$ cat src/rtl/alu8_exec_pkg.sv
// Shared definitions for the alu8 execute stage: opcodes, slice operation codes,
// FSM state encoding and the decoded control bundle.
package alu8_exec_pkg;

    localparam logic [2:0] OPC_AND  = 3'b000;
    localparam logic [2:0] OPC_OR   = 3'b001;
    localparam logic [2:0] OPC_ADD  = 3'b010;
    localparam logic [2:0] OPC_SUB  = 3'b011;
    localparam logic [2:0] OPC_NOR  = 3'b100;
    localparam logic [2:0] OPC_NAND = 3'b101;
    localparam logic [2:0] OPC_SLT  = 3'b110;
    localparam logic [2:0] OPC_SLTU = 3'b111;

    localparam logic [1:0] OP_AND  = 2'b00;
    localparam logic [1:0] OP_OR   = 2'b01;
    localparam logic [1:0] OP_ADD  = 2'b10;
    localparam logic [1:0] OP_LESS = 2'b11;

    typedef enum logic [1:0] {
        S_IDLE = 2'd0,
        S_EXEC = 2'd1,
        S_SET  = 2'd2,
        S_DONE = 2'd3
    } state_t;

    typedef struct packed {
        logic       a_inv;
        logic       b_inv;
        logic       cin;
        logic [1:0] operation;
        logic       two_pass;
        logic       illegal;
    } ctrl_t;

endpackage

$ cat src/rtl/alu8.sv
// 8-bit ripple ALU built from 1-bit slices with operand inversion, carry-in and a
// LESS operation that passes the bit-0 less input through (upper bits read 0).
module alu8 (
    input  logic [7:0] a_i,
    input  logic [7:0] b_i,
    input  logic       a_inv_i,
    input  logic       b_inv_i,
    input  logic       cin_i,
    input  logic [1:0] operation_i,
    input  logic       less_i,
    output logic [7:0] result_o,
    output logic       cout_o,
    output logic       c6_o
);
    import alu8_exec_pkg::*;

    logic [8:0] carry;

    always_comb begin
        logic ai;
        logic bi;
        carry    = '0;
        result_o = '0;
        carry[0] = cin_i;
        for (int i = 0; i < 8; i++) begin
            ai = a_i[i] ^ a_inv_i;
            bi = b_i[i] ^ b_inv_i;
            carry[i+1] = (ai & bi) | (carry[i] & (ai ^ bi));
            case (operation_i)
                OP_AND:  result_o[i] = ai & bi;
                OP_OR:   result_o[i] = ai | bi;
                OP_ADD:  result_o[i] = ai ^ bi ^ carry[i];
                default: result_o[i] = (i == 0) ? less_i : 1'b0;
            endcase
        end
    end

    // Carry out of slice 7 and slice 6; their XOR is the signed overflow.
    assign cout_o = carry[8];
    assign c6_o   = carry[7];

endmodule

$ cat src/rtl/alu8_exec_ctrl_dec.sv
// Opcode to slice-control decoder. Opcode 111 (SLTU) is decoded only when
// ALU8_EXEC_SLTU_EN is defined; otherwise it is flagged illegal.
module alu8_ctrl_dec
    import alu8_exec_pkg::*;
(
    input  logic [2:0] op_i,
    output ctrl_t      ctrl_o
);

    always_comb begin
        ctrl_o = '0;
        case (op_i)
            OPC_AND:  ctrl_o.operation = OP_AND;
            OPC_OR:   ctrl_o.operation = OP_OR;
            OPC_ADD:  ctrl_o.operation = OP_ADD;
            OPC_SUB: begin
                ctrl_o.operation = OP_ADD;
                ctrl_o.b_inv     = 1'b1;
                ctrl_o.cin       = 1'b1;
            end
            // De Morgan: NOR/NAND reuse AND/OR with both operands inverted.
            OPC_NOR: begin
                ctrl_o.operation = OP_AND;
                ctrl_o.a_inv     = 1'b1;
                ctrl_o.b_inv     = 1'b1;
            end
            OPC_NAND: begin
                ctrl_o.operation = OP_OR;
                ctrl_o.a_inv     = 1'b1;
                ctrl_o.b_inv     = 1'b1;
            end
            OPC_SLT: begin
                ctrl_o.operation = OP_ADD;
                ctrl_o.b_inv     = 1'b1;
                ctrl_o.cin       = 1'b1;
                ctrl_o.two_pass  = 1'b1;
            end
            default: begin
`ifdef ALU8_EXEC_SLTU_EN
                ctrl_o.operation = OP_ADD;
                ctrl_o.b_inv     = 1'b1;
                ctrl_o.cin       = 1'b1;
                ctrl_o.two_pass  = 1'b1;
`else
                ctrl_o.illegal   = 1'b1;
`endif
            end
        endcase
    end

endmodule

$ cat src/rtl/alu8_exec_stage.sv
// Registered execute stage around one alu8 instance; SLT/SLTU take a second LESS pass.
// Optional SLTU (opcode 111) is enabled by defining ALU8_EXEC_SLTU_EN.
module alu8_exec_stage
    import alu8_exec_pkg::*;
#(
    parameter bit CLEAR_ON_IDLE = 1'b0
) (
    input  logic       clk,
    input  logic       rst_n,
    input  logic       in_valid,
    output logic       in_ready,
    input  logic [2:0] in_op,
    input  logic [7:0] in_src1,
    input  logic [7:0] in_src2,
    output logic       out_valid,
    input  logic       out_ready,
    output logic [7:0] out_result,
    output logic       out_zero,
    output logic       out_carry,
    output logic       out_ovf,
    output logic       out_neg,
    output logic       out_illegal
);

    state_t     state_q;
    ctrl_t      dec;

    logic [7:0] a_q, b_q;
    logic       a_inv_q, b_inv_q, cin_q, two_pass_q, sltu_q, set_q;
    logic [1:0] oper_q;

    logic [7:0] result_q;
    logic       zero_q, carry_q, ovf_q, neg_q, illegal_q, out_valid_q;

    logic       alu_a_inv, alu_b_inv, alu_cin, alu_less;
    logic [1:0] alu_oper;
    logic [7:0] alu_res;
    logic       alu_cout, alu_c6;
    logic       alu_ovf;
    logic       set_d;

    alu8_ctrl_dec u_dec (
        .op_i   (in_op),
        .ctrl_o (dec)
    );

    // The SET pass overrides the latched controls with a bare LESS operation.
    always_comb begin
        alu_a_inv = a_inv_q;
        alu_b_inv = b_inv_q;
        alu_cin   = cin_q;
        alu_oper  = oper_q;
        alu_less  = 1'b0;
        if (state_q == S_SET) begin
            alu_a_inv = 1'b0;
            alu_b_inv = 1'b0;
            alu_cin   = 1'b0;
            alu_oper  = OP_LESS;
            alu_less  = set_q;
        end
    end

    alu8 u_alu (
        .a_i         (a_q),
        .b_i         (b_q),
        .a_inv_i     (alu_a_inv),
        .b_inv_i     (alu_b_inv),
        .cin_i       (alu_cin),
        .operation_i (alu_oper),
        .less_i      (alu_less),
        .result_o    (alu_res),
        .cout_o      (alu_cout),
        .c6_o        (alu_c6)
    );

    assign alu_ovf = alu_cout ^ alu_c6;
    // Signed less-than corrects the sign by overflow; unsigned uses the borrow.
    assign set_d   = sltu_q ? ~alu_cout : (alu_res[7] ^ alu_ovf);

    always_ff @(posedge clk) begin
        if (!rst_n) begin
            state_q     <= S_IDLE;
            out_valid_q <= 1'b0;
            result_q    <= '0;
            zero_q      <= 1'b0;
            carry_q     <= 1'b0;
            ovf_q       <= 1'b0;
            neg_q       <= 1'b0;
            illegal_q   <= 1'b0;
        end else begin
            case (state_q)
                S_IDLE: begin
                    if (in_valid) begin
                        a_q        <= in_src1;
                        b_q        <= in_src2;
                        a_inv_q    <= dec.a_inv;
                        b_inv_q    <= dec.b_inv;
                        cin_q      <= dec.cin;
                        oper_q     <= dec.operation;
                        two_pass_q <= dec.two_pass;
                        sltu_q     <= (in_op == OPC_SLTU);
                        if (dec.illegal) begin
                            result_q    <= '0;
                            zero_q      <= 1'b0;
                            carry_q     <= 1'b0;
                            ovf_q       <= 1'b0;
                            neg_q       <= 1'b0;
                            illegal_q   <= 1'b1;
                            out_valid_q <= 1'b1;
                            state_q     <= S_DONE;
                        end else begin
                            state_q <= S_EXEC;
                        end
                    end
                end
                S_EXEC: begin
                    if (two_pass_q) begin
                        set_q   <= set_d;
                        state_q <= S_SET;
                    end else begin
                        result_q    <= alu_res;
                        zero_q      <= (alu_res == 8'h00);
                        neg_q       <= alu_res[7];
                        carry_q     <= (oper_q == OP_ADD) & alu_cout;
                        ovf_q       <= (oper_q == OP_ADD) & alu_ovf;
                        illegal_q   <= 1'b0;
                        out_valid_q <= 1'b1;
                        state_q     <= S_DONE;
                    end
                end
                S_SET: begin
                    result_q    <= alu_res;
                    zero_q      <= (alu_res == 8'h00);
                    neg_q       <= alu_res[7];
                    carry_q     <= 1'b0;
                    ovf_q       <= 1'b0;
                    illegal_q   <= 1'b0;
                    out_valid_q <= 1'b1;
                    state_q     <= S_DONE;
                end
                S_DONE: begin
                    if (out_ready) begin
                        out_valid_q <= 1'b0;
                        state_q     <= S_IDLE;
                        if (CLEAR_ON_IDLE) begin
                            result_q  <= '0;
                            zero_q    <= 1'b0;
                            carry_q   <= 1'b0;
                            ovf_q     <= 1'b0;
                            neg_q     <= 1'b0;
                            illegal_q <= 1'b0;
                        end
                    end
                end
                default: state_q <= S_IDLE;
            endcase
        end
    end

    // Gated by rst_n so the stage never advertises readiness while held in reset.
    assign in_ready    = (state_q == S_IDLE) & rst_n;
    assign out_valid   = out_valid_q;
    assign out_result  = result_q;
    assign out_zero    = zero_q;
    assign out_carry   = carry_q;
    assign out_ovf     = ovf_q;
    assign out_neg     = neg_q;
    assign out_illegal = illegal_q;

endmodule

$ cat config.mk
export PLATFORM = sky130hd
export DESIGN_NAME = alu8_exec_stage
export DESIGN_NICKNAME = d
export VERILOG_FILES = /design/src/rtl/alu8_exec_pkg.sv /design/src/rtl/alu8.sv /design/src/rtl/alu8_exec_ctrl_dec.sv /design/src/rtl/alu8_exec_stage.sv
export SDC_FILE = /design/constraint.sdc
export NUM_CORES = 1
export LEC_CHECK = 0
export CAP_MARGIN = 20
export CORE_AREA = 2 2 93 95
export CTS_BUF_LIST = sky130_fd_sc_hd__clkbuf_16
export CTS_CLUSTER_SIZE = 14
export DETAILED_ROUTE_END_ITERATION = 7
export DIE_AREA = 0 0 95 97
export GPL_TIMING_DRIVEN = 0
export PLACE_DENSITY = 0.57
export SLEW_MARGIN = 10
export SYNTH_ARGS = -nofsm -noshare
export SYNTH_HDL_FRONTEND = slang
export SYNTH_SLANG_ARGS = --single-unit
$ cat constraint.sdc
create_clock -name clk -period 7.2 [get_ports clk]
set_input_delay 1.44 -clock clk [delete_from_list [all_inputs] [get_ports clk]]
set_output_delay 1.44 -clock clk [all_outputs]
set_load 0.03 [all_outputs]
## After elaboration in Yosys (flattened, before gate mapping)

Index checks and enable logic that the tools add are counted.

- Register bits: 40
- Input port bits: 23
- Output and inout bits: 15
- Logic and storage cells: 165

- Eq/ne operators: 17
- Mux-type cells: 45
- Bitwise gates (word level): 70
- Reduce and logical (&&, ||, !) cells: 16

Operators with widths:

| kind | count |
|---|---|
| 1-bit one-hot mux with 3 select lines | 13 |
| 1-bit XOR | 34 |
| 8-bit 2-to-1 mux | 3 |
| 8-bit one-hot mux with 3 select lines | 1 |
| 1-bit 2-to-1 mux | 21 |
| 1-bit bitwise AND | 19 |
| 1-bit OR | 16 |
| 3-bit equality test, second input constant | 4 |
| 2-bit equality test, second input constant | 4 |
| 8-bit logical NOT | 1 |
| 2-bit 2-to-1 mux | 4 |
| 2-bit inequality test, second input constant | 4 |
| 2-bit one-hot mux with 4 select lines | 1 |
| 4-bit AND reduction | 2 |
| 7-bit OR reduction | 1 |
| 3-bit by 2-bit equality test with 1-bit output, second input constant | 2 |
| 3-bit AND reduction | 2 |
| 2-bit OR reduction | 3 |
| 2-bit by 1-bit equality test with 1-bit output, second input constant | 2 |
| 2-bit logical NOT | 2 |
| 1-bit one-hot mux with 4 select lines | 1 |
| 2-bit one-hot mux with 2 select lines | 1 |
| 4-bit OR reduction | 1 |
| 3-bit by 1-bit equality test with 1-bit output, second input constant | 1 |
| other kinds (5) | 5 |

## Depth between registers and ports, before layout

Gate-level depths: netlist (run 1).

- Word-level depth: 24
- Gate-level depth with buffers: 23
- Gate-level depth less buffers: 21

## Cells and area by module

Synthesis (run 1) repeated with hierarchy kept, for this count alone.

- Cells, all modules: 223
- Area total of the unflattened synthesis: 2,409.8 um^2

Modules (own cells, without submodules):

| module | times used | cells each | area each (um^2) | sequential area each (um^2) |
|---|---|---|---|---|
| alu8_exec_stage | 1 | 126 | 1,594.0 | 1,021.0 |
| alu8 | 1 | 87 | 753.2 | 0.0 |
| alu8_ctrl_dec | 1 | 10 | 62.6 | 0.0 |

## Worst setup path before layout (run 1)

No wires, ideal clock.

- Path kind: register -> register
- From: register state_q[0]
- To: register set_q (data pin)
- Arrival time: 4,830 ps
- Data required time: 6,940 ps
- Path slack: 2,110 ps
- Stages on the path, launching flop included: 24
- Clock period less this slack: 5,090 ps
- Cells stage by stage: dfxtp_1 > inv_1 > ha_1 > buf_2 > nor2b_1 > buf_2 > xnor2_1 > inv_1 > fa_1 > fa_1 > fa_1 > inv_1 > fa_1 > fa_1 > inv_1 > fa_1 > fa_1 > inv_1 > fa_1 > nor2b_1 > o311ai_2 > xnor2_1 > nor2_1 > xor2_1

- Word-level cells in the longest chain between the ends: 23

RTL lines:

| element | RTL line | text |
|---|---|---|
| start, declared | alu8_exec_stage.sv:25 | `state_t state_q;` |
| start signal, assigned | alu8_exec_stage.sv:82 | `state_q <= S_IDLE;` |
| start signal, assigned | alu8_exec_stage.sv:110 | `state_q <= S_DONE;` |
| start signal, assigned | alu8_exec_stage.sv:112 | `state_q <= S_EXEC;` |
| 2-bit equality test * | alu8_exec_stage.sv:54 | `if (state_q == S_SET) begin` |
| 1-bit 2-to-1 mux | alu8_exec_stage.sv:54 |  |
| 1-bit XOR, on equally long branches | alu8.sv:26, alu8.sv:27 |  |
| 1-bit XOR | alu8.sv:28 | `carry[i+1] = (ai & bi) \| (carry[i] & (ai ^ bi));` |
| 1-bit bitwise AND | alu8.sv:28 |  |
| 1-bit OR | alu8.sv:28 |  |
| 1-bit bitwise AND | alu8.sv:28 |  |
| 1-bit OR | alu8.sv:28 |  |
| (+8 left out) | -- |  |
| 1-bit bitwise AND | alu8.sv:28 |  |
| 1-bit OR | alu8.sv:28 |  |
| 1-bit bitwise AND | alu8.sv:28 |  |
| 1-bit OR | alu8.sv:28 |  |
| 1-bit XOR | alu8_exec_stage.sv:76 | `assign alu_ovf = alu_cout ^ alu_c6;` |
| 1-bit XOR | alu8_exec_stage.sv:78 | `assign set_d = sltu_q ? ~alu_cout : (alu_res[7] ^ alu_ovf);` |
| 1-bit 2-to-1 mux * | alu8_exec_stage.sv:78 |  |
| net set_d | alu8_exec_stage.sv:40 | `logic set_d;` |
| end signal, assigned | alu8_exec_stage.sv:118 | `set_q <= set_d;` |
| end, declared | alu8_exec_stage.sv:29 | `logic a_inv_q, b_inv_q, cin_q, two_pass_q, sltu_q, set_q;` |

Mark *: on every way through the listed nets, which the timed path passes. The rest lies on a longest branch.
A chain may end at the register's enable or synchronous reset.

## Worst setup path after layout (run 1)

Same ends and word-level chain as after synthesis.

==> reports/results.txt, run 1 <==
cell chain of the critical path: inv_1, ha_1, buf_2, nor2b_1, buf_2, xnor2_1, inv_1, fa_1, fa_1, fa_1, inv_1, fa_1, fa_1, inv_1, fa_1, fa_1, inv_1, fa_1, nor2b_1, o311ai_2, xnor2_1, nor2_1, xor2_1
Setup Crit Path Kind: reg -> reg
Netlist Area Pre-Place: 0.00241 mm^2
sequential area share after synthesis: 42.3%
Hold Path Class: reg -> reg
Syn Nets: 278
initial antenna violation count: 0
CP arrival: 5.58 ns
CP delay by family, top: adder cells
YS warnings: 0
synth unique cells: 44
Site Rows: 33
leakage power: 1.24 nW
min Tclk post-route: 5.55 ns
layout cell share with drive strength beyond 1: 7.38%
clk slew on worst S/H paths: 0.06 ns
top sig layer: met4
Worst EP required: 7.23 ns
fmax: 180 MHz
Routed Antenna Nets: 0
Worst slew margin: 32.8%
Yosys reg bits: 39
gpl congestion: 0.742
Post-Syn Area per Cell: 10.6 um^2
cell repeated most along the worst path: fa_1
Nets: 321
CTS H-Tree Depth: 2
Buf/Inv on CP: 7
Worst setup SP type: flop
global-route wire length before repair: 7560 um
CP max FO: 10
insertion delay to the later sink of the worst-skew pair: 0.28 ns
DRT Wirelength: 4400 um
Crit. End Element: flop
DPL Wire Length: 3530 um
GRT Util Overall: 10.5%
die area: 0.00922 mm^2
Synth async-reset ratio: 0%
CP peak stage delay: 0.47 ns
EDFF count, synth: 24
clk_skew: 0.00302 ns
Top-Level Pins: 38
Final Cycle Share: 77.1%
Worst Tran Pin Value: 1.01 ns
Slew Limit Fails: 0
post-synthesis to final-layout area growth: 26.1%
max-cap violation count: 0
setup TNS: 0 ns
Final Hold Vio Count: 0
initial DRC count: 75
Residual DRC: 0
Die W: 95 um
core area: 0.00813 mm^2
met3 WL post-DR: 206 um
DR vias: 1,631
grt total ovfl: 0
largest net degree at the start of global routing: 24
Root Buffer: clkbuf_16
met2 WL: 1930 um
slowest cell on the critical path: fa_1
dominant synthesized flop cell: edfxtp_1
vias per std cell: 4.34
Post-CTS Setup Inserts: 0
RSZ-0062 raised after global routing: no
initial core utilization: 29.6%
status: finished, final reports clean
placed cells: 368
CTS tree: done
PortBufs: 36
VDD IR max: 103 uV
Routed WL per cell: 11.7 um
PwrDens: 279 mW/mm^2
Met1 Wirelength: 2200 um
worst-case clock buffer depth: 2
vias in the first global route: 1,561
Post-CTS Resized: 0
ANT cells: 0
TritonCTS Buffers: 5
final setup fails: 0
cts hold-fix bufs: 0
CTS Sinks: 39
Gate Count Post-Synth: 227
Die H: 97 um
Pre-antenna DRT Iters: 4
final std cells w/o fill: 376
==> metal layers <==
layer | up-vias | GRT usage, %
met2 | 33 | 15.2
met4 | 0 | 3.68
met5 | - | 0
li1 | 848 | -
met3 | 7 | 3.04
met1 | 743 | 15.0
==> where the power goes <==
part	switching, W	total [W]	internal, W
Clock	0.0000801	0.000205	0.000125
Combinational	0.000208	0.000358	0.000149
Sequential	0.0000151	0.000285	0.000270
==> cell families (layout without fill, tap and decap cells) <==
logic type               Yosys count  count (layout)  share of synthesized area (%)
AO/OA/AOI/OAI                     37              37                           10.6
flip-flops                        39              39                           42.3
XOR/XNOR                          20              20                           7.26
multiplexers                       5               5                           2.18
buffers and inverters             39              83                           6.85
adder cells (fa/ha/maj)           28              28                           17.0
AND/OR/NAND/NOR                   59              59                           13.7
==> state kept, by name, summed over array words and instances (netlist names) <==
name / flops
state_q: 2
out_ovf: 1
cin_q: 1
set_q: 1
out_result: 8
out_illegal: 1
a_q: 8
a_inv_q: 1
out_valid: 1
out_carry: 1
b_q: 8
two_pass_q: 1
out_zero: 1
b_inv_q: 1
sltu_q: 1
oper_q: 2
==> final cells by class <==
| cell class | instances | area, um^2 |
|---|---|---|
| repair buffers | 36 | 360 |
| plain buffers | 11 | 60.1 |
| multi-input cells | 149 | 1220 |
| flip-flops and latches | 39 | 1020 |
| fillers | 829 | 5090 |
| inverters | 28 | 105 |
| well taps | 105 | 131 |
| clock inverters | 3 | 12.5 |
| clock buffers | 5 | 125 |
==> worst register-to-register path: stages, from the launching register on <==
cell and delay [ns]:
dfxtp_1 0.40, inv_1 0.09, ha_1 0.23, buf_2 0.19
nor2b_1 0.11, buf_2 0.24, xnor2_1 0.17, inv_1 0.11
fa_1 0.44, fa_1 0.40, fa_1 0.40, inv_1 0.09
fa_1 0.19, fa_1 0.16, inv_1 0.05, fa_1 0.37
fa_1 0.47, inv_1 0.11, fa_1 0.41, nor2b_1 0.14
o311ai_2 0.16, xnor2_1 0.16, nor2_1 0.07, xor2_1 0.13
==> per-stage QoR <==
step	total power (W)	hold WS, ns	cell area (um^2)	util [%]	setup WS, ns
floorplan	0.000548	0.566	2410	-	2.11
detailed placement	0.000651	0.451	2900	35.7	1.63
CTS	0.000863	0.457	3040	37.4	1.59
global route	0.000921	0.476	3040	37.4	1.28
finish	0.000848	0.455	3040	37.4	1.65
global placement	0.000643	0.443	2900	35.7	1.71
==> path summary, 6_finish.rpt <==
check | slack, ns | startpoint | cells after the start | to
setup / recovery | 1.65 | state_q[0] | 23 | set_q
hold / removal | 0.45 | out_result[6] | 2 | out_result[6]
setup reg to reg | 1.65 | state_q[0] | 23 | set_q
hold reg to reg | 0.45 | out_result[6] | 2 | out_result[6]
==> layout by cell type (no fill, tap or decap), types with 3 or more instances in the layout <==
master	n
mux2i_1	3
dfxtp_1	15
buf_4	3
a21oi_1	9
clkbuf_16	5
xnor2_1	4
nor2_1	4
buf_2	6
nand2_1	10
a21boi_0	5
and2_1	4
clkdlybuf4s50_1	36
edfxtp_1	24
inv_1	30
o21ai_0	7
nor2b_1	14
and3_1	3
xor2_1	16
nor3_1	5
fa_1	8
ha_1	20
nand3_1	5
==> Yosys cell counts, drive strengths merged (2+ instances only) <==
master | count | area, um^2
inv | 28 | 105
edfxtp | 24 | 721
ha | 20 | 250
xor2 | 16 | 140
dfxtp | 15 | 300
nor2b | 14 | 87.6
nand2 | 10 | 37.5
a21oi | 9 | 45.0
buf | 9 | 52.6
fa | 8 | 160
o21ai | 7 | 35.0
a21boi | 6 | 45.1
and2 | 5 | 31.3
nand3 | 5 | 25.0
nor3 | 5 | 25.0
nor2 | 4 | 15.0
xnor2 | 4 | 35.0
and3 | 3 | 18.8
mux2i | 3 | 30.0
a211oi | 2 | 15.0
clkbuf | 2 | 7.51
mux2 | 2 | 22.5
nand2b | 2 | 12.5
nand4 | 2 | 12.5
nor4 | 2 | 12.5
nor4b | 2 | 17.5
o211ai | 2 | 15.0
o21a | 2 | 15.0
o31ai | 2 | 15.0
Power figures use the tool's default switching activity.
==> run 2: changes to the inputs <==
--- a/config.mk
+++ b/config.mk
@@ -12,7 +12,7 @@
 export DETAILED_ROUTE_END_ITERATION = 7
 export DIE_AREA = 0 0 95 97
 export GPL_TIMING_DRIVEN = 0
-export PLACE_DENSITY = 0.57
+export PLACE_DENSITY = 0.59
 export SLEW_MARGIN = 10
 export SYNTH_ARGS = -nofsm -noshare
 export SYNTH_HDL_FRONTEND = slang
==> constraint.sdc (replaced) <==
create_clock -name clk -period 4.8 [get_ports clk]
set_input_delay 0.96 -clock clk [delete_from_list [all_inputs] [get_ports clk]]
set_output_delay 0.96 -clock clk [all_outputs]
set_load 0.03 [all_outputs]
==> reports/results.txt, run 2 (synthesis results as in run 1) <==
largest net degree at the start of global routing: 24 (unchanged)
final setup fails: 0 (unchanged)
global-route wire length before repair: 7700 um (was 7560 um)
leading cell types in the layout, fill and taps excluded: clkdlybuf4s50_1, edfxtp_1, inv_1, ha_1, xor2_1 (was clkdlybuf4s50_1, inv_1, edfxtp_1, ha_1, xor2_1)
clk_skew: 0.00723 ns (was 0.00302 ns)
die area: 0.00922 mm^2 (unchanged)
CP arrival: 4.81 ns (was 5.58 ns)
post-layout util: 39.2% (was 37.4%)
internal power: 0.000859 W (was 0.000544 W)
Clk network pwr share: 23.5% (was 24.2%)
DR vias: 1,670 (was 1,631)
Final Cycle Share: 99.5% (was 77.1%)
worst-case clock buffer depth: 2 (unchanged)
placed cells: 368 (unchanged)
Switching Fraction: 36.1% (was 35.8%)
VDD IR max: 183 uV (was 103 uV)
WHS: 0.451 ns (was 0.455 ns)
Die W: 95 um (unchanged)
multi-input logic area: 0.00129 mm^2 (was 0.00122 mm^2)
most common cell after layout, fill and taps aside: clkdlybuf4s50_1 (unchanged)
gpl congestion: 0.790 (was 0.742)
PortBufs: 36 (unchanged)
initial core utilization: 29.6% (unchanged)
Nets: 329 (was 321)
core area: 0.00813 mm^2 (unchanged)
Worst slew margin: 33.1% (was 32.8%)
initial antenna violation count: 0 (unchanged)
CTS H-Tree Depth: 2 (unchanged)
Root Buffer: clkbuf_16 (unchanged)
min Tclk post-route: 4.78 ns (was 5.55 ns)
fillcell total: 812 (was 829)
DPL Wire Length: 3530 um (about the same)
storage element area: 0.00102 mm^2 (about the same)
ANT cells: 0 (unchanged)
layout cell share with drive strength beyond 1: 18.3% (was 7.38%)
Worst setup SP type: flop (unchanged)
CTS Sinks: 39 (unchanged)
setup ws final: 0.0229 ns (was 1.65 ns)
Routed Antenna Nets: 0 (unchanged)
leakage power: 1.28 nW (was 1.24 nW)
DRT Wirelength: 4510 um (was 4400 um)
Pre-antenna DRT Iters: 4 (unchanged)
insertion delay to the later sink of the worst-skew pair: 0.28 ns (about the same)
Site Rows: 33 (unchanged)
fmax: 209 MHz (was 180 MHz)
sequential fraction of design power: 31.9% (was 33.6%)
Final Hold Vio Count: 0 (unchanged)
Slew Limit Fails: 0 (unchanged)
RSZ-0062 raised after global routing: yes (was no)
TritonCTS Buffers: 5 (unchanged)
post-synthesis to final-layout area growth: 32.4% (was 26.1%)
CP max FO: 4 (was 10)
Residual DRC: 0 (unchanged)
Die H: 97 um (unchanged)
max-cap violation count: 0 (unchanged)
clk slew on worst S/H paths: 0.06 ns (about the same)
final std cells w/o fill: 384 (was 376)
net switching power figure: 0.000485 W (was 0.000304 W)
grt total ovfl: 0 (unchanged)
cts hold-fix bufs: 0 (unchanged)
Routed WL per cell: 11.8 um (was 11.7 um)
GRT Util Overall: 10.5% (about the same)
Gate power share: 44.6% (was 42.2%)
CTS tree: done (unchanged)
PwrDens: 421 mW/mm^2 (was 279 mW/mm^2)
reg2reg setup slack: 0.02 ns (was 1.65 ns)
Crit. End Element: flop (unchanged)
vias in the first global route: 1,666 (was 1,561)
Worst Tran Pin Value: 1.00 ns (was 1.01 ns)
Top-Level Pins: 38 (unchanged)
Hold Path Class: reg -> reg (unchanged)
pre-CTS setup slack: -0.346 ns (was 1.63 ns)
initial DRC count: 62 (was 75)
Setup Crit Path Kind: reg -> reg (unchanged)
Worst EP required: 4.83 ns (was 7.23 ns)
vias per std cell: 4.35 (was 4.34)
status: finished, final reports clean (unchanged)
-- run 2: power groups by stage --
stage               registers [W]  logic [W]  clock network (W)
floorplan                0.000463   0.000368                  0
global placement         0.000435   0.000540                  0
detailed placement       0.000436   0.000552                  0
CTS                      0.000427   0.000580           0.000330
global route             0.000433   0.000675           0.000342
finish                   0.000428   0.000599           0.000316
-- run 2: layout make-up --
type | instances | share of cell area, %
Multi-Input combinational cell | 149 | 40.6
Sequential cell | 39 | 32.1
Timing Repair Buffer | 45 | 13.4
Tap cell | 105 | 4.12
Clock buffer | 5 | 3.92
Inverter | 28 | 3.29
Buffer | 10 | 2.12
Clock inverter | 3 | 0.510
-- run 2: final timing paths --
check,startpoint,endpoint,cells past startpoint
hold reg to reg,out_result[6],out_result[6],2
hold / removal,out_result[6],out_result[6],2
setup reg to reg,state_q[0],set_q,22
setup / recovery,state_q[0],set_q,22
-- run 2: repair_timing --
item,4_1_cts,5_1_grt
hold endpoints to repair,0,0
pin swaps,3,13
endpoints found under the setup margin,3,3
gates resized for setup,11,11
setup buffers,5,4
-- run 2: per-layer routing --
layer	GRT usage, %	share of wire [%]	up-vias	wire, um
li1	-	-	863	-
met1	14.2	48	768	2190
met2	16.4	47	37	2110
met3	2.41	4.1	2	185
met4	3.34	0.60	0	27
met5	0	0	-	0
-- run 2: stage by stage --
stage	TNS (ns)	total power, W	cell area, um^2
final	0	0.00134	3190
after global routing	-0.282	0.00145	3190
after CTS	0	0.00134	3130
after detailed placement	-0.733	0.000987	2930
after global placement	-0.546	0.000974	2930
after floorplan	0	0.000832	2430
-- run 2: worst max-delay path, stage by stage (launching register included) --
cell      delay (ns)
dfxtp_2         0.34
inv_2           0.05
ha_4            0.16
buf_6           0.12
nor2b_4         0.14
xnor2_2         0.14
inv_2           0.06
fa_2            0.35
fa_2            0.41
fa_2            0.40
inv_2           0.07
fa_2            0.19
fa_2            0.19
inv_2           0.04
fa_2            0.36
fa_2            0.40
inv_2           0.07
fa_1            0.41
nor2b_1         0.15
o311ai_2        0.11
xnor2_1         0.17
nor2_1          0.07
xor2_1          0.13
==> run 3: changes to the inputs <==
--- a/config.mk
+++ b/config.mk
@@ -6,13 +6,13 @@
 export NUM_CORES = 1
 export LEC_CHECK = 0
 export CAP_MARGIN = 20
-export CORE_AREA = 2 2 93 95
+export CORE_AREA = 2 2 104 86
 export CTS_BUF_LIST = sky130_fd_sc_hd__clkbuf_16
 export CTS_CLUSTER_SIZE = 14
 export DETAILED_ROUTE_END_ITERATION = 7
-export DIE_AREA = 0 0 95 97
+export DIE_AREA = 0 0 106 88
 export GPL_TIMING_DRIVEN = 0
-export PLACE_DENSITY = 0.59
+export PLACE_DENSITY = 0.58
 export SLEW_MARGIN = 10
 export SYNTH_ARGS = -nofsm -noshare
 export SYNTH_HDL_FRONTEND = slang
==> reports/results.txt, run 3 (synthesis results as in run 1) <==
DPL Wire Length: 3830 um (was 3530 um)
die area: 0.00933 mm^2 (was 0.00922 mm^2)
Crit. End Element: flop (unchanged)
CTS H-Tree Depth: 2 (unchanged)
Residual DRC: 0 (unchanged)
core area: 0.00830 mm^2 (was 0.00813 mm^2)
grt total ovfl: 0 (unchanged)
CTS Sinks: 39 (unchanged)
DRT Wirelength: 5280 um (was 4510 um)
Root Buffer: clkbuf_16 (unchanged)
Site Rows: 30 (was 33)
Die W: 106 um (was 95 um)
Worst setup SP type: flop (unchanged)
CTS tree: done (unchanged)
initial antenna violation count: 0 (unchanged)
fmax: 205 MHz (was 209 MHz)
reg2reg setup slack: -0.07 ns (was 0.02 ns)
leakage power: 1.33 nW (was 1.28 nW)
vias per std cell: 4.39 (was 4.35)
FF-to-FF Start: state_q[0] (unchanged)
GRT Util Overall: 12.0% (was 10.5%)
Top-Level Pins: 38 (unchanged)
status: finished with violations (was finished, final reports clean)
post-synthesis to final-layout area growth: 36.3% (was 32.4%)
pre-CTS setup slack: -0.405 ns (was -0.346 ns)
clk slew on worst S/H paths: 0.06 ns (about the same)
global-route wire length before repair: 8470 um (was 7700 um)
met3 WL post-DR: 229 um (was 185 um)
largest net degree at the start of global routing: 24 (unchanged)
Pre-antenna DRT Iters: 4 (unchanged)
CP arrival: 4.91 ns (was 4.81 ns)
Slew Limit Fails: 0 (unchanged)
Hold Path Stages: 2 (unchanged)
Final Power: 0.00143 W (was 0.00134 W)
cts hold-fix bufs: 0 (unchanged)
Worst Hold End: out_result[6] (unchanged)
initial core utilization: 29.1% (was 29.6%)
Met1 Wirelength: 2490 um (was 2190 um)
Final Cycle Share: 101% (was 99.5%)
Worst Tran Pin Value: 0.646 ns (was 1.00 ns)
Die H: 88 um (was 97 um)
Nets: 336 (was 329)
top sig layer: met4 (unchanged)
failing checks: negative setup slack
max-cap violation count: 0 (unchanged)
PortBufs: 36 (unchanged)
Setup Crit Path Kind: reg -> reg (unchanged)
clk_skew: 0.00680 ns (was 0.00723 ns)
initial DRC count: 62 (unchanged)
Worst slew margin: 56.7% (was 33.1%)
gpl congestion: 0.840 (was 0.790)
most common cell after layout, fill and taps aside: clkdlybuf4s50_1 (unchanged)
VDD IR max: 144 uV (was 183 uV)
PwrDens: 437 mW/mm^2 (was 421 mW/mm^2)
Hold Crit Start: out_result[6] (unchanged)
ANT cells: 0 (unchanged)
Routed WL per cell: 13.3 um (was 11.8 um)
worst-case clock buffer depth: 2 (unchanged)
R2R depth: 22 (unchanged)
DR vias: 1,747 (was 1,670)
Routed Antenna Nets: 0 (unchanged)
CP max FO: 5 (was 4)
Worst EP required: 4.84 ns (was 4.83 ns)
Final Hold Vio Count: 0 (unchanged)
vias in the first global route: 1,770 (was 1,666)
met2 WL: 2510 um (was 2110 um)
min Tclk post-route: 4.87 ns (was 4.78 ns)
setup ws final: -0.0690 ns (was 0.0229 ns)
leading cell types in the layout, fill and taps excluded: clkdlybuf4s50_1, edfxtp_1, inv_1, ha_1, buf_4 (was clkdlybuf4s50_1, edfxtp_1, inv_1, ha_1, xor2_1)
Hold Path Class: reg -> reg (unchanged)
RSZ-0062 raised after global routing: yes (unchanged)
insertion delay to the later sink of the worst-skew pair: 0.29 ns (was 0.28 ns)
layout cell share with drive strength beyond 1: 20.6% (was 18.3%)
reg2reg end: set_q (unchanged)
TritonCTS Buffers: 5 (unchanged)
final setup fails: 2 (was 0)
run 3: cell count changes in the layout (fill, tap and decap cells not counted), sizes merged:
cell      change
clkinvlp      -1
clkinv        +1
clkbuf        +1
buf           +7
inv           -1
run 3: metrics by stage:
| step | cells | setup TNS (ns) | cell area, um^2 | hold WS, ns | util, % |
|---|---|---|---|---|---|
| CTS | 388 | -0.102 | 3170 | 0.454 | 38.2 |
| global placement | 375 | -0.706 | 2940 | 0.443 | 35.4 |
| global route | 398 | -0.731 | 3290 | 0.512 | 39.6 |
| floorplan | 227 | 0 | 2430 | 0.534 | - |
| finish | 398 | -0.0702 | 3290 | 0.448 | 39.6 |
| detailed placement | 375 | -0.941 | 2940 | 0.447 | 35.4 |
run 3: layout make-up:
| cell class | count | area [um^2] |
|---|---|---|
| repair buffers | 52 | 488 |
| plain buffers | 10 | 67.6 |
| inverters | 28 | 105 |
| fillers | 808 | 5010 |
| clock inverters | 2 | 13.8 |
| multi-input cells | 149 | 1300 |
| well taps | 112 | 140 |
| flip-flops and latches | 39 | 1020 |
| clock buffers | 6 | 150 |
run 3: worst max path at each step:
stage | start | endpoint | slack [ns] | cells after the start
after floorplan | state_q[0] | set_q | 0.01 | 23
after global placement | state_q[0] | set_q | -0.32 | 22
after detailed placement | state_q[0] | set_q | -0.41 | 22
after CTS | state_q[0] | set_q | -0.10 | 23
after global routing | state_q[0] | set_q | -0.33 | 22
final | state_q[0] | set_q | -0.07 | 22
run 3: power by group:
group / switching (W) / total [W] / internal [W]
registers: 0.0000226 / 0.000428 / 0.000406
logic: 0.000356 / 0.000645 / 0.000289
clock network: 0.000137 / 0.000361 / 0.000224
total: 0.000516 / 0.00143 / 0.000919
run 3: repair_timing:
action / in CTS / in global routing
setup buffers: 5 / 10
cloned: 0 / 0
endpoints found under the hold margin: 0 / 0
resized for setup: 8 / 14
setup endpoints to repair: 4 / 3
pin swaps: 5 / 14
run 3: worst max-delay path: stages, from the launching register on:
cell	delay (ns)
dfxtp_2	0.33
inv_2	0.05
ha_4	0.15
buf_6	0.13
nor2b_4	0.14
xnor2_2	0.14
inv_2	0.07
fa_2	0.40
fa_2	0.39
fa_2	0.41
inv_2	0.07
fa_2	0.21
fa_2	0.21
inv_2	0.04
fa_2	0.37
fa_2	0.39
inv_2	0.07
fa_1	0.42
nor2b_2	0.16
o311ai_4	0.10
xnor2_1	0.17
nor2_1	0.07
xor2_1	0.13
run 3: layer usage:
| metal | track usage, % | up-vias |
|---|---|---|
| met5 | 0 | - |
| met4 | 3.35 | 0 |
| met3 | 3.79 | 6 |
| met2 | 20.2 | 28 |
| met1 | 15.0 | 836 |
| li1 | - | 877 |
